$ cat src/rtl/irq_controller_if.sv
// Bus between the interrupt controller and its environment: peripheral
// request lines, mask write port and the core's acknowledge/EOI handshake.
interface irq_controller_if #(
  parameter int NUM_SRC = 4
);
  logic [NUM_SRC-1:0] irq_req;
  logic               mask_wr;
  logic [NUM_SRC-1:0] mask_in;
  logic               inta;
  logic               eoi;
  logic               interrupt;
  logic [7:0]         vector;
  logic [NUM_SRC-1:0] pending;
  logic               busy;

  modport master (
    output irq_req, mask_wr, mask_in, inta, eoi,
    input  interrupt, vector, pending, busy
  );

  modport slave (
    input  irq_req, mask_wr, mask_in, inta, eoi,
    output interrupt, vector, pending, busy
  );
endinterface

$ cat src/rtl/irq_controller.sv
// Prioritised interrupt controller: synchronises and edge-detects requests,
// masks and arbitrates them (index 0 highest) and hands one at a time to the core.
module irq_controller #(
  parameter int         NUM_SRC  = 4,
  parameter logic [7:0] VEC_BASE = 8'h20
) (
  input  logic             clk,
  input  logic             reset,
  irq_controller_if.slave  bus
);

  localparam int ID_W = 3;

  typedef enum logic [1:0] {
    IDLE    = 2'd0,
    REQ     = 2'd1,
    SERVICE = 2'd2
  } state_e;

  state_e state_q, state_d;

  logic [NUM_SRC-1:0] sync1_q, sync2_q, edge_q;
  logic [NUM_SRC-1:0] pending_q, pending_d;
  logic [NUM_SRC-1:0] mask_q, mask_d;
  logic [ID_W-1:0]    id_q, id_d;
  logic               interrupt_q, interrupt_d;
  logic [7:0]         vector_q, vector_d;
  logic               busy_q, busy_d;

  logic [NUM_SRC-1:0] rise_s;
  logic [NUM_SRC-1:0] eligible_s;
  logic [NUM_SRC-1:0] clr_s;
  logic [ID_W-1:0]    sel_s;
  logic               any_s;

  function automatic logic [ID_W-1:0] lowest_idx(input logic [NUM_SRC-1:0] v);
    logic [ID_W-1:0] idx;
    idx = {ID_W{1'b0}};
    for (int i = NUM_SRC - 1; i >= 0; i--) begin
      idx = v[i] ? ID_W'(i) : idx;
    end
    return idx;
  endfunction

  assign rise_s     = sync2_q & ~edge_q;
  assign eligible_s = pending_q & ~mask_q;
  assign any_s      = |eligible_s;
  assign sel_s      = lowest_idx(eligible_s);

  // State register
  always_ff @(posedge clk or negedge reset) begin
    if (!reset) begin
      state_q <= IDLE;
    end else begin
      state_q <= state_d;
    end
  end

  // Next-state logic; inta/eoi only matter in the state that expects them
  always_comb begin
    state_d = state_q;
    case (state_q)
      IDLE: begin
        if (any_s) state_d = REQ;
        else       state_d = IDLE;
      end
      REQ: begin
        if (!any_s)    state_d = IDLE;
        else if (bus.inta) state_d = SERVICE;
        else           state_d = REQ;
      end
      SERVICE: begin
        if (bus.eoi) state_d = IDLE;
        else         state_d = SERVICE;
      end
      default: state_d = IDLE;
    endcase
  end

  // Output / datapath logic: id tracking, acknowledge side effects
  always_comb begin
    id_d     = id_q;
    vector_d = vector_q;
    clr_s    = {NUM_SRC{1'b0}};
    case (state_q)
      IDLE: begin
        if (any_s) id_d = sel_s;
        else       id_d = id_q;
      end
      REQ: begin
        if (any_s && bus.inta) begin
          clr_s    = NUM_SRC'(1'b1) << id_q;
          vector_d = VEC_BASE + {3'b000, id_q, 2'b00};
        end else if (any_s) begin
          id_d = sel_s;
        end else begin
          id_d = id_q;
        end
      end
      SERVICE: begin
        id_d = id_q;
      end
      default: begin
        id_d = {ID_W{1'b0}};
      end
    endcase
    // A new edge on the source being acknowledged wins over its clear
    pending_d   = (pending_q & ~clr_s) | rise_s;
    interrupt_d = (state_d == REQ);
    busy_d      = (state_d == SERVICE);
    if (bus.mask_wr) mask_d = bus.mask_in;
    else             mask_d = mask_q;
  end

  // Synchronisers, edge detect and all registered outputs
  always_ff @(posedge clk or negedge reset) begin
    if (!reset) begin
      sync1_q     <= {NUM_SRC{1'b0}};
      sync2_q     <= {NUM_SRC{1'b0}};
      edge_q      <= {NUM_SRC{1'b0}};
      pending_q   <= {NUM_SRC{1'b0}};
      mask_q      <= {NUM_SRC{1'b1}};
      id_q        <= {ID_W{1'b0}};
      interrupt_q <= 1'b0;
      vector_q    <= 8'h00;
      busy_q      <= 1'b0;
    end else begin
      sync1_q     <= bus.irq_req;
      sync2_q     <= sync1_q;
      edge_q      <= sync2_q;
      pending_q   <= pending_d;
      mask_q      <= mask_d;
      id_q        <= id_d;
      interrupt_q <= interrupt_d;
      vector_q    <= vector_d;
      busy_q      <= busy_d;
    end
  end

  assign bus.interrupt = interrupt_q;
  assign bus.vector    = vector_q;
  assign bus.pending   = pending_q;
  assign bus.busy      = busy_q;

endmodule

$ cat src/flat_wrapper.sv
// flat-port wrapper written by rule: the top's interface ports become plain ports
module irq_controller_flat 
#(
  parameter int         NUM_SRC  = 4,
  parameter logic [7:0] VEC_BASE = 8'h20
)
  (clk, reset, bus_irq_req, bus_mask_wr, bus_mask_in, bus_inta, bus_eoi, bus_interrupt, bus_vector, bus_pending, bus_busy);
  irq_controller_if #(.NUM_SRC(NUM_SRC)) bus_i ();
  input  logic clk;
  input  logic reset;
  input wire logic [$bits(bus_i.irq_req)-1:0] bus_irq_req;
  input wire logic [$bits(bus_i.mask_wr)-1:0] bus_mask_wr;
  input wire logic [$bits(bus_i.mask_in)-1:0] bus_mask_in;
  input wire logic [$bits(bus_i.inta)-1:0] bus_inta;
  input wire logic [$bits(bus_i.eoi)-1:0] bus_eoi;
  output wire logic [$bits(bus_i.interrupt)-1:0] bus_interrupt;
  output wire logic [$bits(bus_i.vector)-1:0] bus_vector;
  output wire logic [$bits(bus_i.pending)-1:0] bus_pending;
  output wire logic [$bits(bus_i.busy)-1:0] bus_busy;
  assign bus_i.irq_req = bus_irq_req;
  assign bus_i.mask_wr = bus_mask_wr;
  assign bus_i.mask_in = bus_mask_in;
  assign bus_i.inta = bus_inta;
  assign bus_i.eoi = bus_eoi;
  assign bus_interrupt = bus_i.interrupt;
  assign bus_vector = bus_i.vector;
  assign bus_pending = bus_i.pending;
  assign bus_busy = bus_i.busy;
  irq_controller #(.NUM_SRC(NUM_SRC), .VEC_BASE(VEC_BASE)) u_core (.clk(clk), .reset(reset), .bus(bus_i));
endmodule
$ cat config.mk
export PLATFORM = sky130hd
export DESIGN_NAME = irq_controller_flat
export DESIGN_NICKNAME = d
export VERILOG_FILES = /design/src/rtl/irq_controller_if.sv /design/src/rtl/irq_controller.sv /design/src/flat_wrapper.sv
export SDC_FILE = /design/constraint.sdc
export NUM_CORES = 1
export LEC_CHECK = 0
export CAP_MARGIN = 20
export CORE_MARGIN = 5
export CORE_UTILIZATION = 25
export CTS_CLUSTER_SIZE = 12
export DETAILED_ROUTE_END_ITERATION = 12
export GPL_TIMING_DRIVEN = 0
export PLACE_DENSITY = 0.53
export REMOVE_ABC_BUFFERS = 1
export SLEW_MARGIN = 30
export SYNTH_ARGS = -nofsm -noshare
export SYNTH_HDL_FRONTEND = slang
export SYNTH_SLANG_ARGS = --single-unit
$ cat constraint.sdc
create_clock -name clk -period 3.86 [get_ports clk]
set_clock_uncertainty 0.05 [all_clocks]
set_input_delay 0.386 -clock clk [delete_from_list [all_inputs] [get_ports clk]]
set_output_delay 0.386 -clock clk [all_outputs]
set_load 0.03 [all_outputs]
==> reports/results.ini <==
[floorplan]
design.core.area_um2=4410
die-area_um2=6070
std_cell_rows=24
die_h_um=77.9
die_width_um=77.9
initial_core_util_pct=26.1
ios=27

[detailed_routing]
wl_um=2000
first_pass_iters=3
drcViolationCount=0
post_drt_wl_per_cell_um=12.3
drt_iter0_drc=40
antenna_left=0
viasPerCell=4.37
via_count=713

[timing]
rsz0062_at_grt=false
hold_viol=0
period_needed_ns=1.81
fmax_mhz=552
fin_crit_sh_pct=46.9
worstMarginPinSlew_ns=0.613
drv_slew=0
hold_ws_ns=0.0735
max_slew_margin_pct=59.1
setup-tns-final_ns=0
finalSetupViolations=0

[place]
dp_cells=155
port_buffers=21
hpwl_um=1510
place.gp.congestion=0.737
place_area_um2=1390

[worst_setup_path]
rrSetupSlack_ns=2.19
worst_setup_path_end_kind=output port
r2r-end=u_core.state_q[1]
critical-path-top-delay-family=buffers and inverters
cp.arrival_ns=1.38
worstSetupPathType=reg2out
required_ns=3.42
crit_buf_inv=1
cp_max_fo=4
reg2reg_depth=3
setup.worst_path.start_class=flip-flop
r2r_start=u_core.mask_q[2]
cp_cell_sequence=clkdlybuf4s50_1
cp_slowest_stage_delay_ns=0.70
cp_slowest_cell=clkdlybuf4s50_1

[synth]
yosys.area.top_type_share_pct=54.3
synthArstFlopShare_pct=100
yosysMostFrequentCell=dfrtp_1
synth_seq_area_share_pct=63.4
mappedNetlistArea_um2=1150
yosysWarnings=0
ys_ff_latch=29
synth.distinct_cells=24
synthFlopType=dfrtp_1
syn_inst=84
synth_top_area_cell=dfrtp_1
synth.area.top_cells=dfrtp_1 54%, dfstp_2 9.1%, mux2_2 3.9%
synth_edf_count=0
synthTopCellsByCount=25 x dfrtp_1, 6 x inv_1, 5 x buf_4, 5 x o21ai_0
avgSynthCellArea_um2=13.7

[cells_and_area]
stdcell_area_um2=1490
area_delta_synth_final_pct=29.3
layout.cells.non_filler=163
layout-drive-gt1-share_pct=22.5
diodes=0
layout.nets=123

[global_routing]
grt_pass1_vias=812
grt_util_met3_pct=4.05
overflow=0
grt_antenna_before_repair=0
grt_use_met1_pct=7.43
use_met2_pct=13.0
grt_start_max_net_pins=30
grt.busiest_layer=met2
grt_first_pass_wirelength_um=3590
grtUsageTotal_pct=7.50

[clock_tree]
clk_path_buf_depth=2
clockRootBuffer=clkbuf_8
htree_levels=2
clkLatencyLatePin_ns=0.27
numCtsBuffers=5
postCtsHoldBufs=0
postCtsResizedCells=0
cts_tree=done
clk_pin_slew_ns=0.06
post-cts-setup-buffer-count=0
clock_sinks=29

[power_and_ir_drop]
intPower_uw=688
ir_worst_vdd_mv=0.233
p_sw_share_pct=33.9
p_sw_uw=354
p_clk_share_pct=25.6
pwr-share-comb_pct=33.0
powerDensity_nw_per_um2=699
seq_power_share_pct=41.4
power.leakage_nw=0.636

[outcome]
status=completed

[run]
cap_viol_max_count=0

[min_path]
hp-class=in2async

[state kept, by name (all words and copies together) (netlist names)]
signal	cells
u_core.edge_q	4
u_core.id_q	2
u_core.bus.busy	1
u_core.sync1_q	4
u_core.sync2_q	4
u_core.bus.interrupt	1
u_core.state_q	2
u_core.mask_q	4
u_core.bus.vector	3
u_core.bus.pending	4
[power by group through the flow]
| stage | registers [mW] | clock network [mW] | logic, mW |
|---|---|---|---|
| 2_1_floorplan | 0.491 | 0 | 0.160 |
| 3_3_place_gp | 0.435 | 0 | 0.343 |
| 3_5_place_dp | 0.437 | 0 | 0.351 |
| 4_1_cts | 0.434 | 0.277 | 0.352 |
| 5_1_grt | 0.445 | 0.289 | 0.374 |
| 6_report | 0.431 | 0.267 | 0.344 |
[layer usage]
layer / vias to the layer above / part of all wire (%)
li1: 332 / -
met1: 357 / 39
met2: 19 / 52
met3: 5 / 7.2
met4: 0 / 1.4
met5: - / 0
[through the flow]
stage                     worst slack, ns  utilization, %  power [mW]
after CTS                            2.02            33.8        1.06
after detailed placement             2.09            31.5       0.789
after floorplan                      2.31               -       0.651
final                                2.05            33.8        1.04
after global routing                 1.99            33.8        1.11
after global placement               1.92            31.6       0.778
[cell families (layout without fill, tap and decap cells)]
logic type	Yosys count	in the layout	share of synthesized area (%)
buffers and inverters	12	35	6.19
DFF	29	29	63.4
AOI/OAI and AO/OA	21	21	12.7
and+or+nand+nor	16	16	12.2
other	1	5	0.325
muxes	5	5	5.21
[worst max-delay path by stage]
stage / startpoint / endpoint / depth (start not counted)
detailed placement: bus_inta / u_core.bus.pending[0] / 5
global placement: reset / u_core.bus.pending[1] / 1
finish: u_core.bus.pending[2] / bus_pending[2] / 1
floorplan: u_core.bus.pending[0] / u_core.id_q[0] / 4
global route: u_core.bus.pending[3] / bus_pending[3] / 1
CTS: u_core.bus.pending[3] / bus_pending[3] / 1
[final cells by class]
cell class,instances,area [um^2]
clock inverters,1,5.00
clock buffers,7,96.3
repair buffers,21,205
multi-input cells,47,365
inverters,6,22.5
fillers,442,2920
well taps,52,65.1
flip-flops and latches,29,731
[cell usage in the layout (no fill, tap or decap)]
cell	count
nand2_1	3
dfstp_2	4
o41ai_4	1
inv_1	6
clkinv_2	1
o22ai_1	1
clkbuf_8	7
o21ai_1	4
nor3b_2	1
dfrtp_1	25
clkdlybuf4s50_1	20
nor4_4	1
nand2b_1	4
conb_1	5
and3b_2	1
nor2_1	1
buf_2	1
o21ai_0	5
nor3b_1	1
and2b_1	1
mux2_2	4
nor2b_4	3
a21oi_1	4
o31ai_1	4
mux2_4	1
a2111oi_0	2
No activity file was read; power rests on OpenSTA's default activity.
